--- config.mk ---
export PLATFORM = sky130hd
export DESIGN_NAME = dmem_arbiter
export DESIGN_NICKNAME = d
export VERILOG_FILES = /design/src/rtl/dmem_arbiter.sv
export SDC_FILE = /design/constraint.sdc
export NUM_CORES = 1
export LEC_CHECK = 0
export CAP_MARGIN = 5
export CORE_AREA = 2 2 90 92
export CTS_CLUSTER_SIZE = 28
export DETAILED_ROUTE_END_ITERATION = 8
export DIE_AREA = 0 0 92 94
export PLACE_DENSITY = 0.79
export SETUP_SLACK_MARGIN = 0.3
export SYNTH_ARGS = -nofsm -noshare
export SYNTH_HDL_FRONTEND = slang
export SYNTH_SLANG_ARGS = --single-unit
--- constraint.sdc ---
create_clock -name clk -period 1.8 [get_ports clk]
set_clock_uncertainty 0.2 [all_clocks]
set_input_delay 0.18 -clock clk [delete_from_list [all_inputs] [get_ports clk]]
set_output_delay 0.18 -clock clk [all_outputs]
set_load 0.05 [all_outputs]
--- src/rtl/dmem_arbiter.sv ---
// rtl/dmem_arbiter.sv - single-port data-memory arbiter between the CPU MEM stage and a debug/loader port
// Optional feature: DMEM_ARB_FAIRNESS_EN adds a starvation counter that forces a debug grant.
module dmem_arbiter #(
    parameter int STARVE_LIMIT = 4,
    parameter int ADDR_W       = 8
) (
    input  logic              clk,
    input  logic              reset,
    input  logic              cpu_req,
    input  logic              cpu_rw,
    input  logic              cpu_size,
    input  logic [ADDR_W-1:0] cpu_addr,
    input  logic [31:0]       cpu_wdata,
    output logic [31:0]       cpu_rdata,
    output logic              cpu_stall,
    input  logic              dbg_req,
    input  logic              dbg_rw,
    input  logic              dbg_size,
    input  logic [ADDR_W-1:0] dbg_addr,
    input  logic [31:0]       dbg_wdata,
    output logic              dbg_gnt,
    output logic [31:0]       dbg_rdata,
    output logic              dbg_valid,
    output logic              mem_enable,
    output logic              mem_rw,
    output logic              mem_size,
    output logic [ADDR_W-1:0] mem_addr,
    output logic [31:0]       mem_wdata,
    input  logic [31:0]       mem_rdata
);

    typedef enum logic [1:0] {
        ST_IDLE = 2'd0,
        ST_CPU  = 2'd1,
        ST_DBG  = 2'd2
    } owner_t;

    owner_t state, next_state;
    logic   gnt_dbg;
    logic   gnt_cpu;
    logic   dbg_rd_q;

    if (STARVE_LIMIT < 1 || STARVE_LIMIT > 15) begin : g_bad_limit
        $error("dmem_arbiter: STARVE_LIMIT must be in 1..15");
    end

`ifdef DMEM_ARB_FAIRNESS_EN
    localparam logic [3:0] LIMIT = 4'(STARVE_LIMIT);
    logic [3:0] starve_cnt;

    assign gnt_dbg = dbg_req & (~cpu_req | (starve_cnt == LIMIT));

    // Cleared on every debug grant, so a held cpu_req never sees two stalls in a row.
    always_ff @(posedge clk) begin
        if (reset) begin
            starve_cnt <= 4'd0;
        end else if (gnt_dbg || !dbg_req) begin
            starve_cnt <= 4'd0;
        end else if (starve_cnt != LIMIT) begin
            starve_cnt <= starve_cnt + 4'd1;
        end
    end
`else
    assign gnt_dbg = dbg_req & ~cpu_req;
`endif

    assign gnt_cpu   = cpu_req & ~gnt_dbg;
    assign cpu_stall = cpu_req & gnt_dbg;
    assign dbg_gnt   = gnt_dbg;
    assign cpu_rdata = mem_rdata;

    always_ff @(posedge clk) begin
        if (reset) begin
            state <= ST_IDLE;
        end else begin
            state <= next_state;
        end
    end

    always_comb begin
        next_state = ST_IDLE;
        if (gnt_dbg) begin
            next_state = ST_DBG;
        end else if (gnt_cpu) begin
            next_state = ST_CPU;
        end
    end

    always_comb begin
        mem_enable = 1'b0;
        mem_rw     = 1'b0;
        mem_size   = 1'b0;
        mem_addr   = '0;
        mem_wdata  = 32'd0;
        case (next_state)
            ST_DBG: begin
                mem_enable = 1'b1;
                mem_rw     = dbg_rw;
                mem_size   = dbg_size;
                mem_addr   = dbg_addr;
                mem_wdata  = dbg_wdata;
            end
            ST_CPU: begin
                mem_enable = 1'b1;
                mem_rw     = cpu_rw;
                mem_size   = cpu_size;
                mem_addr   = cpu_addr;
                mem_wdata  = cpu_wdata;
            end
            default: ;
        endcase
    end

    // Read data is captured at the grant edge; the strobe is the previous owner being a debug read.
    always_ff @(posedge clk) begin
        if (reset) begin
            dbg_rd_q  <= 1'b0;
            dbg_rdata <= 32'd0;
        end else begin
            dbg_rd_q <= gnt_dbg & ~dbg_rw;
            if (gnt_dbg && !dbg_rw) begin
                dbg_rdata <= mem_rdata;
            end
        end
    end

    assign dbg_valid = (state == ST_DBG) & dbg_rd_q;

endmodule

* Word level (Yosys, flattened, before mapping)
Cells that the tools add are included.
Storage, ports and cells: register bits after elaboration 35, bits in latches 0, memory bits (read-only) 0, memory bits (writable) 0, memories kept 0, output and inout bits 110
Cells by class: bitwise operators 8, $lt $le $gt $ge 0, reductions and logical operators 3, add/sub/neg operators 0, muxes and demuxes 7, shifts and indexed selects 0, divide/modulo/power cells 0, multipliers 0, eq/ne operators 3
Operator list (count):
- case mux 32 bit (2 select lines) | 1
- case mux 8 bit (2 select lines) | 1
- AND 1 bit | 5
- == test 2 bit (second input constant) | 2
- case mux 1 bit (2 select lines) | 2
- inverter 1 bit | 3
- == test 2 x 1 -> 1 bit (second input constant) | 1
- 2-to-1 mux 1 bit | 2
- 2-to-1 mux 2 bit | 1
- OR reduction 2 bit | 1
- logical AND 1 bit | 1
- zero test 1 bit | 1

* Logic depth before layout (Yosys ltp)
word-level depth 9, gate-level depth with buffers 5

* Worst setup path before layout
Ideal clock, no wire load.
path type in2out, from input port cpu_req, to output port mem_wdata[30], slack 0.084 ns, arrival 1.336 ns, stages on the path 5, path through buf_6 > nand2b_4 > inv_2 > buf_2 > a22o_1
Between the ends: longest elaborated chain between the ends 8
Ends and longest elaborated chain:
- from (decl) | RTL line 9 | input logic cpu_req,
- inverter 1 bit (*) | RTL line 64 | assign gnt_dbg = dbg_req & ~cpu_req;
- AND 1 bit (*) | RTL line 64
- via dbg_gnt | RTL line 21 | output logic dbg_gnt,
- inverter 1 bit | RTL line 67 | assign gnt_cpu = cpu_req & ~gnt_dbg;
- AND 1 bit | RTL line 67
- 2-to-1 mux 1 bit | RTL line 84 | end else if (gnt_cpu) begin
- 2-to-1 mux 2 bit (*) | RTL line 82 | if (gnt_dbg) begin
- == test 2 x 1 -> 1 bit or == test 2 bit (tied branches) | RTL line 95 | case (next_state)
- case mux 32 bit (2 select lines) (*) | RTL line 95
- to (decl) | RTL line 28 | output logic [31:0] mem_wdata,
The timed path passes the listed nets; every way through them passes the cells marked *.

* Worst setup path in the final report
from input port cpu_wdata[15], to output port mem_wdata[15]
Between the ends: longest elaborated chain between the ends 1
Ends and longest elaborated chain:
- from (decl) | RTL line 13 | input logic [31:0] cpu_wdata,
- case mux 32 bit (2 select lines) | RTL line 95
Every way passes these cells.

==> results.cfg <==
[run_status]
status = completed

[synthesis]
synth.net_count = 356
synth_xor_area_share_pct = 0
synthMuxAreaShare_pct = 14.1
yosys.area_share.simple_pct = 20.1
synth_seq_cells = 35
synth_cell_types = 20
synth-compound-area-share_pct = 16.2
yosysWarnings = 0
synth_top_family_by_area = simple AND/OR/NAND/NOR gates
avgSynthCellArea_um2 = 9.61
yosys.area_share.adder_pct = 0
synth_area_um2 = 2270
synth-seq-area-share_pct = 30.9
syn_inst = 236

[drt]
drtPass1Iterations = 4
route.detailed.drc = 0
vias_per_cell = 4.52
wl_um = 8850
detail-route-antenna-nets = 0
drt_iter0_drc = 53
routedWlPerCell_um = 16.6
vias = 2409

[sta]
fin_crit_sh_pct = 82.2
setup_viol = 0
final-hold-violation-count = 0
report.final.slew_viol_count = 0
max_freq_ghz = 0.675
final.min_clock_period_ns = 1.48
setup_ws_ns = 0.320
grt_setup_unrepaired = no

[run]
drv_cap = 0

[clocking]
clk_latency_ns = 0.27
clock_path_buffers = 2
cts.root.buffer_cell = clkbuf_8
clk_pin_slew_ns = 0.06
hold_buffers = 0
cts_max_level = 2
cts_tree = yes
cts_buffers = 5
cts_sinks = 35

[placement]
placed_cells = 522
place.gp.congestion = 0.771
post-place-ws_ns = -0.0806
numPortBuffers = 228
dpl.hpwl_um = 7170

[power]
ir_drop_uv = 310
power_mw = 3.17
power.leakage_nw = 2.25
p_per_area_nw_per_um2 = 586

[floorplanning]
io_pins = 230
die_w_um = 92
fp.coreArea_um2 = 7610
die_area_um2 = 8650
rows = 32
die_h_um = 94
initial_core_util_pct = 29.8

[worst_setup_path]
cpLargestDelayFamily = buffers and inverters
cp.arrival_ns = 1.10
cp_max_fo = 1
critical-path-max-stage-delay_ns = 0.45
worst-path-buf-inv = 2
cp-end-kind = primary output
slowest_stage = clkdlybuf4s50_1
crit_required_ns = 1.42
crit_path_start_kind = input port
path_cells = clkdlybuf4s50_1 -> a22o_2 -> buf_12
critical_path_class = in -> out

[worst_hold_path]
min_path_type = in -> reg

[global_routing]
grt_pass1_vias = 2575
grt_usage_pct = 19.8
grt_pass1_wl_um = 13400
overflow = 0
grt_start_max_net_pins = 68
antenna_found_initial = 0

[final_layout]
final_cells = 533
final_net_count = 550
antenna_cells = 0
syn_to_final_growth_pct = 139
drive_gt1_share_pct = 40.1
Yosys cell counts (all sizes together):
master,instances,share of area [%]
nor3b,1,0.55
nor2b,1,0.28
inv,1,0.17
clkbuf,6,0.99
buf,43,16
conb,1,0.17
nor3,1,0.22
dlygate4sd1,3,1.2
nand2,1,0.17
nand2b,65,18
nor2,2,0.33
a22o,42,16
mux2i,32,14
dlymetal6s2s,1,0.55
dfxtp,35,31
or2,1,0.28
report_power, final:
part | internal (mW) | leakage [nW] | switching (mW)
Clock | 0.448 | 0.0612 | 0.267
Combinational | 0.846 | 1.90 | 0.798
Sequential | 0.802 | 0.285 | 0.0141
Total | 2.10 | 2.25 | 1.08
cell families (layout without fill, tap and decap cells):
logic type	Yosys count	count (layout)
mux	32	32
compound gates	42	42
simple gates	72	72
flops	35	35
buf+inv	54	249
other cells	1	1
timing repair:
action / in CTS / in global routing
endpoints found under the setup margin: 76 / 0
setup buffers: 1 / 0
resized for setup: 30 / 0
per-stage QoR:
| step | utilization, % | setup TNS [ns] | instance area [um^2] | hold WS [ns] |
|---|---|---|---|---|
| floorplan | - | 0 | 2320 | 0.0574 |
| global placement | 67.4 | -1.39 | 5120 | 0.260 |
| detailed placement | 67.4 | -3.38 | 5120 | 0.261 |
| CTS | 71.2 | 0 | 5410 | 0.0846 |
| global route | 71.2 | 0 | 5410 | 0.0896 |
| finish | 71.2 | 0 | 5410 | 0.103 |
state kept, by name, indices dropped and copies added (netlist names):
register / count
dbg_rd_q: 1
dbg_rdata: 32
state: 2
per-layer routing:
| layer | global-route usage (%) | part of all wire [%] | vias up |
|---|---|---|---|
| li1 | - | - | 1165 |
| met5 | 0 | 0 | - |
| met1 | 19.3 | 34 | 1114 |
| met3 | 5.78 | 7.7 | 8 |
| met4 | 6.22 | 1.8 | 0 |
| met2 | 39.7 | 57 | 122 |
layout make-up:
type | count | area [um^2]
Sequential cell | 35 | 701
Tap cell | 102 | 128
Multi-Input combinational cell | 147 | 1310
Inverter | 1 | 8.76
Clock inverter | 2 | 35.0
Fill cell | 539 | 2190
Timing Repair Buffer | 240 | 3150
Clock buffer | 6 | 82.6
path summary, 6_finish.rpt:
kind         depth (start not counted)            end  slack, ns          start
max                                  3  mem_wdata[15]       0.32  cpu_wdata[15]
max reg2reg                          2  dbg_rdata[10]       0.97  dbg_rdata[10]
min reg2reg                          2   dbg_rdata[2]       0.28   dbg_rdata[2]
min                                  4       dbg_rd_q       0.10        dbg_req
tightest hold or removal path, stage by stage:
cell and delay (ns):
buf_2 0.13, nand2b_4 0.09, buf_4 0.11, nor3_1 0.03
cell usage in the layout (no fill, tap or decap), drive strengths merged:
| cell type | synthesis | routed |
|---|---|---|
| dlygate4sd2 | 0 | 1 |
| nor3 | 1 | 1 |
| nor3b | 1 | 1 |
| a22o | 42 | 42 |
| buf | 43 | 123 |
| nand2 | 1 | 1 |
| inv | 1 | 1 |
| clkbuf | 6 | 6 |
| nor2 | 2 | 2 |
| clkinv | 0 | 1 |
| nand2b | 65 | 65 |
| dfxtp | 35 | 35 |
| nor2b | 1 | 1 |
| bufinv | 0 | 1 |
| conb | 1 | 1 |
| clkdlybuf4s50 | 0 | 116 |
| or2 | 1 | 1 |
| mux2i | 32 | 32 |
Note: power is estimated with default switching activity, not from simulation.
